--- src/rtl/key_pkg.sv ---
// Shared types and elaboration helpers for the multi-channel key conditioner.
package key_pkg;

  // Per-channel debounce / hold state
  typedef enum logic [2:0] {
    S_IDLE = 3'd0,
    S_PCHK = 3'd1,
    S_HELD = 3'd2,
    S_RPT  = 3'd3,
    S_RCHK = 3'd4
  } key_state_t;

  // Bits needed for a counter that must be able to hold the largest interval
  function automatic int unsigned cnt_width_req(input int unsigned deb,
                                                input int unsigned long_c,
                                                input int unsigned rpt);
    int unsigned m;
    m = deb;
    if (long_c > m) m = long_c;
    if (rpt > m) m = rpt;
    return $clog2(m + 1);
  endfunction

  // Parameter sanity: debounce needs at least two samples, intervals non-zero,
  // and the counter must be wide enough for every interval
  function automatic bit params_ok(input int unsigned deb,
                                   input int unsigned long_c,
                                   input int unsigned rpt,
                                   input int unsigned cnt_w);
    return (deb >= 2) && (long_c >= 1) && (rpt >= 1) &&
           (cnt_w >= cnt_width_req(deb, long_c, rpt));
  endfunction

endpackage

--- src/rtl/key_debounce_ch.sv ---
// One key channel: 2-flop synchroniser, debounce/hold FSM, saturating counter,
// registered level and single-cycle event pulses.
module key_debounce_ch
  import key_pkg::*;
#(
  parameter bit          ACTIVE_LOW    = 1'b1,
  parameter int unsigned DEB_CYCLES    = 1000000,
  parameter int unsigned LONG_CYCLES   = 50000000,
  parameter bit          REPEAT_EN     = 1'b1,
  parameter int unsigned REPEAT_CYCLES = 10000000,
  parameter int unsigned CNT_W         = 26
) (
  input  logic i_clk,
  input  logic i_rst_n,
  input  logic i_key,
  output logic o_level,
  output logic o_press,
  output logic o_release,
  output logic o_long,
  output logic o_repeat
);

  // The counter is compared against "interval - 1" because the sample that
  // completes an interval is the one that fires the registered pulse.
  localparam logic [CNT_W-1:0] DEB_LAST  = CNT_W'(DEB_CYCLES - 1);
  localparam logic [CNT_W-1:0] LONG_LAST = CNT_W'(LONG_CYCLES - 1);
  localparam logic [CNT_W-1:0] RPT_LAST  = CNT_W'(REPEAT_CYCLES - 1);
  localparam logic             KEY_IDLE  = ACTIVE_LOW;

  logic             r_sync1, r_sync2;
  key_state_t       r_state, w_state_next;
  logic [CNT_W-1:0] r_cnt, w_cnt_next, w_cnt_inc;
  logic             r_long_seen, w_long_seen_next;
  logic             r_level, w_level_next;
  logic             r_press, w_press_next;
  logic             r_release, w_release_next;
  logic             r_long, w_long_next;
  logic             r_repeat, w_repeat_next;
  logic             w_k;

  // Two-stage synchroniser; resets to the released pin level so no edge is seen
  always_ff @(posedge i_clk or negedge i_rst_n) begin
    if (!i_rst_n) begin
      r_sync1 <= KEY_IDLE;
      r_sync2 <= KEY_IDLE;
    end else begin
      r_sync1 <= i_key;
      r_sync2 <= r_sync1;
    end
  end

  assign w_k       = ACTIVE_LOW ? ~r_sync2 : r_sync2;
  assign w_cnt_inc = (r_cnt == '1) ? r_cnt : r_cnt + 1'b1;

  // FSM, counter and output registers
  always_ff @(posedge i_clk or negedge i_rst_n) begin
    if (!i_rst_n) begin
      r_state     <= S_IDLE;
      r_cnt       <= '0;
      r_long_seen <= 1'b0;
      r_level     <= 1'b0;
      r_press     <= 1'b0;
      r_release   <= 1'b0;
      r_long      <= 1'b0;
      r_repeat    <= 1'b0;
    end else begin
      r_state     <= w_state_next;
      r_cnt       <= w_cnt_next;
      r_long_seen <= w_long_seen_next;
      r_level     <= w_level_next;
      r_press     <= w_press_next;
      r_release   <= w_release_next;
      r_long      <= w_long_next;
      r_repeat    <= w_repeat_next;
    end
  end

  // Next-state and next-output decode; pulses default low so each lasts one cycle
  always_comb begin
    w_state_next     = r_state;
    w_cnt_next       = r_cnt;
    w_long_seen_next = r_long_seen;
    w_level_next     = r_level;
    w_press_next     = 1'b0;
    w_release_next   = 1'b0;
    w_long_next      = 1'b0;
    w_repeat_next    = 1'b0;
    unique case (r_state)
      S_IDLE: begin
        w_level_next = 1'b0;
        w_cnt_next   = '0;
        if (w_k) begin
          w_state_next = S_PCHK;
          w_cnt_next   = CNT_W'(1);
        end
      end
      S_PCHK: begin
        if (!w_k) begin
          w_state_next = S_IDLE;
          w_cnt_next   = '0;
        end else if (r_cnt == DEB_LAST) begin
          w_state_next = S_HELD;
          w_level_next = 1'b1;
          w_press_next = 1'b1;
          w_cnt_next   = '0;
        end else begin
          w_cnt_next = w_cnt_inc;
        end
      end
      S_HELD: begin
        if (!w_k) begin
          w_state_next     = S_RCHK;
          w_cnt_next       = CNT_W'(1);
          w_long_seen_next = 1'b0;
        end else if (r_cnt == LONG_LAST) begin
          w_state_next = S_RPT;
          w_long_next  = 1'b1;
          w_cnt_next   = '0;
        end else begin
          w_cnt_next = w_cnt_inc;
        end
      end
      S_RPT: begin
        if (!w_k) begin
          w_state_next     = S_RCHK;
          w_cnt_next       = CNT_W'(1);
          w_long_seen_next = 1'b1;
        end else if (REPEAT_EN && (r_cnt == RPT_LAST)) begin
          w_repeat_next = 1'b1;
          w_cnt_next    = '0;
        end else begin
          w_cnt_next = w_cnt_inc;
        end
      end
      S_RCHK: begin
        if (w_k) begin
          // Release glitch absorbed: resume where the hold left off, timer restarted
          w_state_next = r_long_seen ? S_RPT : S_HELD;
          w_cnt_next   = '0;
        end else if (r_cnt == DEB_LAST) begin
          w_state_next   = S_IDLE;
          w_level_next   = 1'b0;
          w_release_next = 1'b1;
          w_cnt_next     = '0;
        end else begin
          w_cnt_next = w_cnt_inc;
        end
      end
      default: begin
        w_state_next = S_IDLE;
        w_cnt_next   = '0;
        w_level_next = 1'b0;
      end
    endcase
  end

  assign o_level   = r_level;
  assign o_press   = r_press;
  assign o_release = r_release;
  assign o_long    = r_long;
  assign o_repeat  = r_repeat;

endmodule

--- src/rtl/key_debounce_multi.sv ---
// N-channel push-button conditioner: one independent key_debounce_ch per pin.
module key_debounce_multi
  import key_pkg::*;
#(
  parameter int unsigned N_CH          = 4,
  parameter bit          ACTIVE_LOW    = 1'b1,
  parameter int unsigned DEB_CYCLES    = 1000000,
  parameter int unsigned LONG_CYCLES   = 50000000,
  parameter bit          REPEAT_EN     = 1'b1,
  parameter int unsigned REPEAT_CYCLES = 10000000,
  parameter int unsigned CNT_W         = 26
) (
  input  logic            i_clk,
  input  logic            i_rst_n,
  input  logic [N_CH-1:0] i_keys,
  output logic [N_CH-1:0] o_level,
  output logic [N_CH-1:0] o_press,
  output logic [N_CH-1:0] o_release,
  output logic [N_CH-1:0] o_long,
  output logic [N_CH-1:0] o_repeat
);

  localparam bit PARAMS_OK = params_ok(DEB_CYCLES, LONG_CYCLES, REPEAT_CYCLES, CNT_W);

  // Refuse to elaborate with a debounce interval under 2 or a too-narrow counter
  generate
    if (!PARAMS_OK) begin : g_bad_params
      $error("key_debounce_multi: DEB_CYCLES must be >= 2 and CNT_W must hold every interval");
    end
  endgenerate

  // One channel per key; the top only slices the buses
  generate
    for (genvar gi = 0; gi < int'(N_CH); gi++) begin : g_ch
      key_debounce_ch #(
        .ACTIVE_LOW   (ACTIVE_LOW),
        .DEB_CYCLES   (DEB_CYCLES),
        .LONG_CYCLES  (LONG_CYCLES),
        .REPEAT_EN    (REPEAT_EN),
        .REPEAT_CYCLES(REPEAT_CYCLES),
        .CNT_W        (CNT_W)
      ) u_ch (
        .i_clk    (i_clk),
        .i_rst_n  (i_rst_n),
        .i_key    (i_keys[gi]),
        .o_level  (o_level[gi]),
        .o_press  (o_press[gi]),
        .o_release(o_release[gi]),
        .o_long   (o_long[gi]),
        .o_repeat (o_repeat[gi])
      );
    end
  endgenerate

endmodule

--- config.mk ---
export PLATFORM = sky130hd
export DESIGN_NAME = key_debounce_multi
export DESIGN_NICKNAME = d
export VERILOG_FILES = /design/src/rtl/key_pkg.sv /design/src/rtl/key_debounce_ch.sv /design/src/rtl/key_debounce_multi.sv
export SDC_FILE = /design/constraint.sdc
export NUM_CORES = 1
export LEC_CHECK = 0
export ABC_AREA = 1
export BUFFER_PORTS_ARGS = -buffer_cell sky130_fd_sc_hd__buf_2
export CAP_MARGIN = 20
export CELL_PAD_IN_SITES_DETAIL_PLACEMENT = 0
export CELL_PAD_IN_SITES_GLOBAL_PLACEMENT = 1
export CORE_ASPECT_RATIO = 0.75
export CORE_UTILIZATION = 41
export DETAILED_ROUTE_END_ITERATION = 12
export PLACE_DENSITY_LB_ADDON = 0.2
export SLEW_MARGIN = 30
export SYNTH_ARGS = -nofsm -noshare
export SYNTH_HDL_FRONTEND = slang
export SYNTH_SLANG_ARGS = --single-unit
export TNS_END_PERCENT = 5
--- constraint.sdc ---
create_clock -name i_clk -period 1.73 [get_ports i_clk]
set_input_delay 0.2595 -clock i_clk [delete_from_list [all_inputs] [get_ports i_clk]]
set_output_delay 0.2595 -clock i_clk [all_outputs]
set_load 0.05 [all_outputs]
==> reports/results.ini <==
[status]
status = complete, but fails checks
violations = negative setup slack

[power_and_ir_drop]
vdd_drop_max_uv = 725
p_leak_nw = 6.45
powerDensity_mw_per_mm2 = 902

[synthesis]
yosysSeqAreaShare_pct = 37.5
synth.distinct_cells = 35
syn-num-nets = 1511
synthArstFlopShare_pct = 100
ys_ff_latch = 148
synth_area_mm2 = 0.00990
synthCells = 1501
yosysWarnings = 0
synth_ff_type = dfrtp_1
synth.avg_cell_area_um2 = 6.59
synth_edf_count = 0

[sta]
max_freq_ghz = 0.542
fin_crit_sh_pct = 107
finClkSkew_ns = 0.00986
setup_slack_ns = -0.116
relSlewSlack_pct = 74.7
fin_hold_ws_ns = 0.238
drv_slew = 0
fin_crit_ns = 1.85
grt_setup_unrepaired = yes
setup_viol = 53
hold_viol_final = 0
tightest_slew_ns = 0.377

[clock_tree]
clk_pin_slew_worst_paths_ns = 0.07
cts_buffers = 17
root_buffer = clkbuf_16
htree_levels = 4
cts_tree = built
clk-insertion-delay-late_ns = 0.44
clock_path_buffers = 2
cts.sinks = 148

[worst_setup_path]
crit_type = flip-flop to flip-flop
crit_path_end_kind = flip-flop
crit_path_start_kind = flip-flop
cp.arrival_ns = 2.17
required_ns = 2.06
cp_max_fo = 6
rr_endpoint = g_ch[2].u_ch.r_cnt[17]
r2r_cells = 11
reg2reg_from = g_ch[2].u_ch.r_cnt[0]
rrSetupSlack_ns = -0.12

[route]
drt_first_pass_iters = 5
drc = 0
drtIter0Drc = 853
drt-total-wl_mm = 28.3
vias_per_cell = 4.84
wl_per_cell_um = 13.9
postRouteAntennaNets = 0
via_count = 9840

[global_route]
grt_pass1_vias = 9019
gr-total-overflow = 0
grt_max_degree = 42
grt_pass1_wl_mm = 45.9
grt_usage_pct = 23.4
grt_antenna_before_repair = 0

[final_layout]
fill_cells = 2280
num_antenna_cells = 0
area_growth_pct = 29.5
drive_gt1_share_pct = 24.4
nets = 1728
seq_area_mm2 = 0.00373
multiInputGateArea_mm2 = 0.00532

[floorplan]
start_util_pct = 42.4
die_x_um = 181
rows = 48
core_area_mm2 = 0.0234
ios = 26
die_h_um = 137
fp.dieArea_mm2 = 0.0248

[place]
dp_worst_setup_slack_ns = -0.279
place_congestion = 0.912
dp_hpwl_mm = 20.7
place.port_buffers = 25

[hold_path]
min_path_type = input pin to asynchronous set/reset pin

[flow_run]
drv_cap = 0

[power by group]
group	total (W)	switching, W	internal [W]	leakage (nW)
clock network	0.00381	0.00163	0.00218	0.280
logic	0.00378	0.00216	0.00162	4.18
registers	0.00397	0.000232	0.00374	1.99
[per-layer routing]
layer | vias to the layer above | part of all wire (%) | track usage, %
met2 | 241 | 42 | 34.5
met4 | 0 | 0.67 | 4.28
met1 | 4549 | 52 | 35.8
met3 | 18 | 5.1 | 3.75
li1 | 5032 | - | -
met5 | - | 0 | 0
[worst max-delay path, cell delays in order (launching register included)]
cell,delay [ns]
dfrtp_1,0.42
ha_4,0.17
nand2_4,0.06
inv_2,0.07
nand2_4,0.08
nor2_4,0.13
nand3_2,0.11
nand2_2,0.09
nand2_2,0.06
a21oi_4,0.27
clkbuf_16,0.22
nor2_1,0.05
[layout make-up]
| cell class | count | area share (%) |
|---|---|---|
| clock buffer | 18 | 3.43 |
| timing repair buffer | 236 | 15.2 |
| tap | 300 | 2.93 |
| sequential | 148 | 29.1 |
| clock inverter | 14 | 1.19 |
| inverter | 225 | 6.61 |
| multi-input combinational | 1090 | 41.5 |
[cell families (layout without fill, tap and decap cells)]
group	Yosys count	count (layout)	share of synthesized area [%]
multiplexers	2	2	0.202
AND/OR/NAND/NOR	962	963	41.7
AO/OA/AOI/OAI	71	71	3.96
buffers and inverters	264	493	11.7
flip-flops	148	148	37.5
adder cells (fa/ha/maj)	4	4	0.506
XOR/XNOR	50	50	4.42
[stage by stage]
| step | cell area (um^2) | util (%) | cells | TNS [ns] | total power (W) |
|---|---|---|---|---|---|
| 5_1_grt | 12800 | 54.9 | 2031 | -12.66 | 0.0123 |
| 6_report | 12800 | 54.9 | 2031 | -4.29 | 0.0116 |
| 2_1_floorplan | 9900 | - | 1501 | 0 | 0.00593 |
| 3_3_place_gp | 11500 | 49.3 | 1960 | -6.01 | 0.00689 |
| 4_1_cts | 12300 | 52.7 | 2007 | -1.08 | 0.0110 |
| 3_5_place_dp | 11500 | 49.3 | 1960 | -9.59 | 0.00692 |
[Yosys cell counts, drive strengths merged (2+ instances only)]
master  number  area [um^2]
ha           4         50.1
dfstp        8          210
dfrtp      140         3500
o21ai       32          171
a31oi        9         56.3
nand3      109          603
nor3        38          205
mux2i        2         20.0
or2          5         31.3
nand4       22          138
inv        225          845
nor4         7         43.8
and2         6         37.5
xor2        33          289
nand2      460         1790
nand3b       2         15.0
a21oi       29          156
buf         38          308
nor2       313         1260
xnor2       17          149
[timing repair]
action / 4_1_cts / 5_1_grt
pin swaps: 10 / 15
cloned: 1 / 6
resized for setup: 16 / 90
hold buffers: 5 / 0
endpoints found under the setup margin: 107 / 115
endpoints found under the hold margin: 123 / 0
setup buffers: 9 / 18
[worst max path at each step]
stage | from | end | slack (ns) | cells after the start
4_1_cts | g_ch[1].u_ch.r_cnt[0] | g_ch[1].u_ch.r_state[0] | -0.08 | 11
3_3_place_gp | g_ch[3].u_ch.r_cnt[0] | g_ch[3].u_ch.r_cnt[1] | -0.21 | 10
5_1_grt | g_ch[1].u_ch.r_cnt[0] | g_ch[1].u_ch.r_cnt[8] | -0.21 | 11
6_report | g_ch[2].u_ch.r_cnt[0] | g_ch[2].u_ch.r_cnt[17] | -0.12 | 11
2_1_floorplan | g_ch[2].u_ch.r_cnt[0] | g_ch[2].u_ch.r_cnt[21] | 0.02 | 11
3_5_place_dp | g_ch[3].u_ch.r_cnt[0] | g_ch[3].u_ch.r_cnt[9] | -0.28 | 10
[cells in the final DEF (no fill, tap or decap), types with 11 or more instances in the layout]
master	Yosys	final
nor2_1	289	267
dfrtp_1	140	126
buf_12	0	11
o21ai_0	29	24
buf_4	22	186
nor3_1	35	31
inv_1	221	217
xor2_1	33	33
nand3_2	9	15
nor2_2	18	33
nand2_1	439	418
dfrtp_2	0	14
nor2_4	6	14
a21oi_1	28	28
buf_2	6	24
nand3_1	99	93
nand2_2	19	35
nand4_1	22	22
clkbuf_16	0	21
xnor2_1	17	17
[flip-flops by register name, summed over array words and instances, names as in the netlist]
| signal | cells |
|---|---|
| g_ch.u_ch.o_level | 4 |
| g_ch.u_ch.r_cnt | 104 |
| g_ch.u_ch.r_state | 12 |
| g_ch.u_ch.o_long | 4 |
| g_ch.u_ch.r_long_seen | 4 |
| g_ch.u_ch.r_sync1 | 4 |
| g_ch.u_ch.o_release | 4 |
| g_ch.u_ch.r_sync2 | 4 |
| g_ch.u_ch.o_repeat | 4 |
| g_ch.u_ch.o_press | 4 |
(Power assumes the default switching activity.)
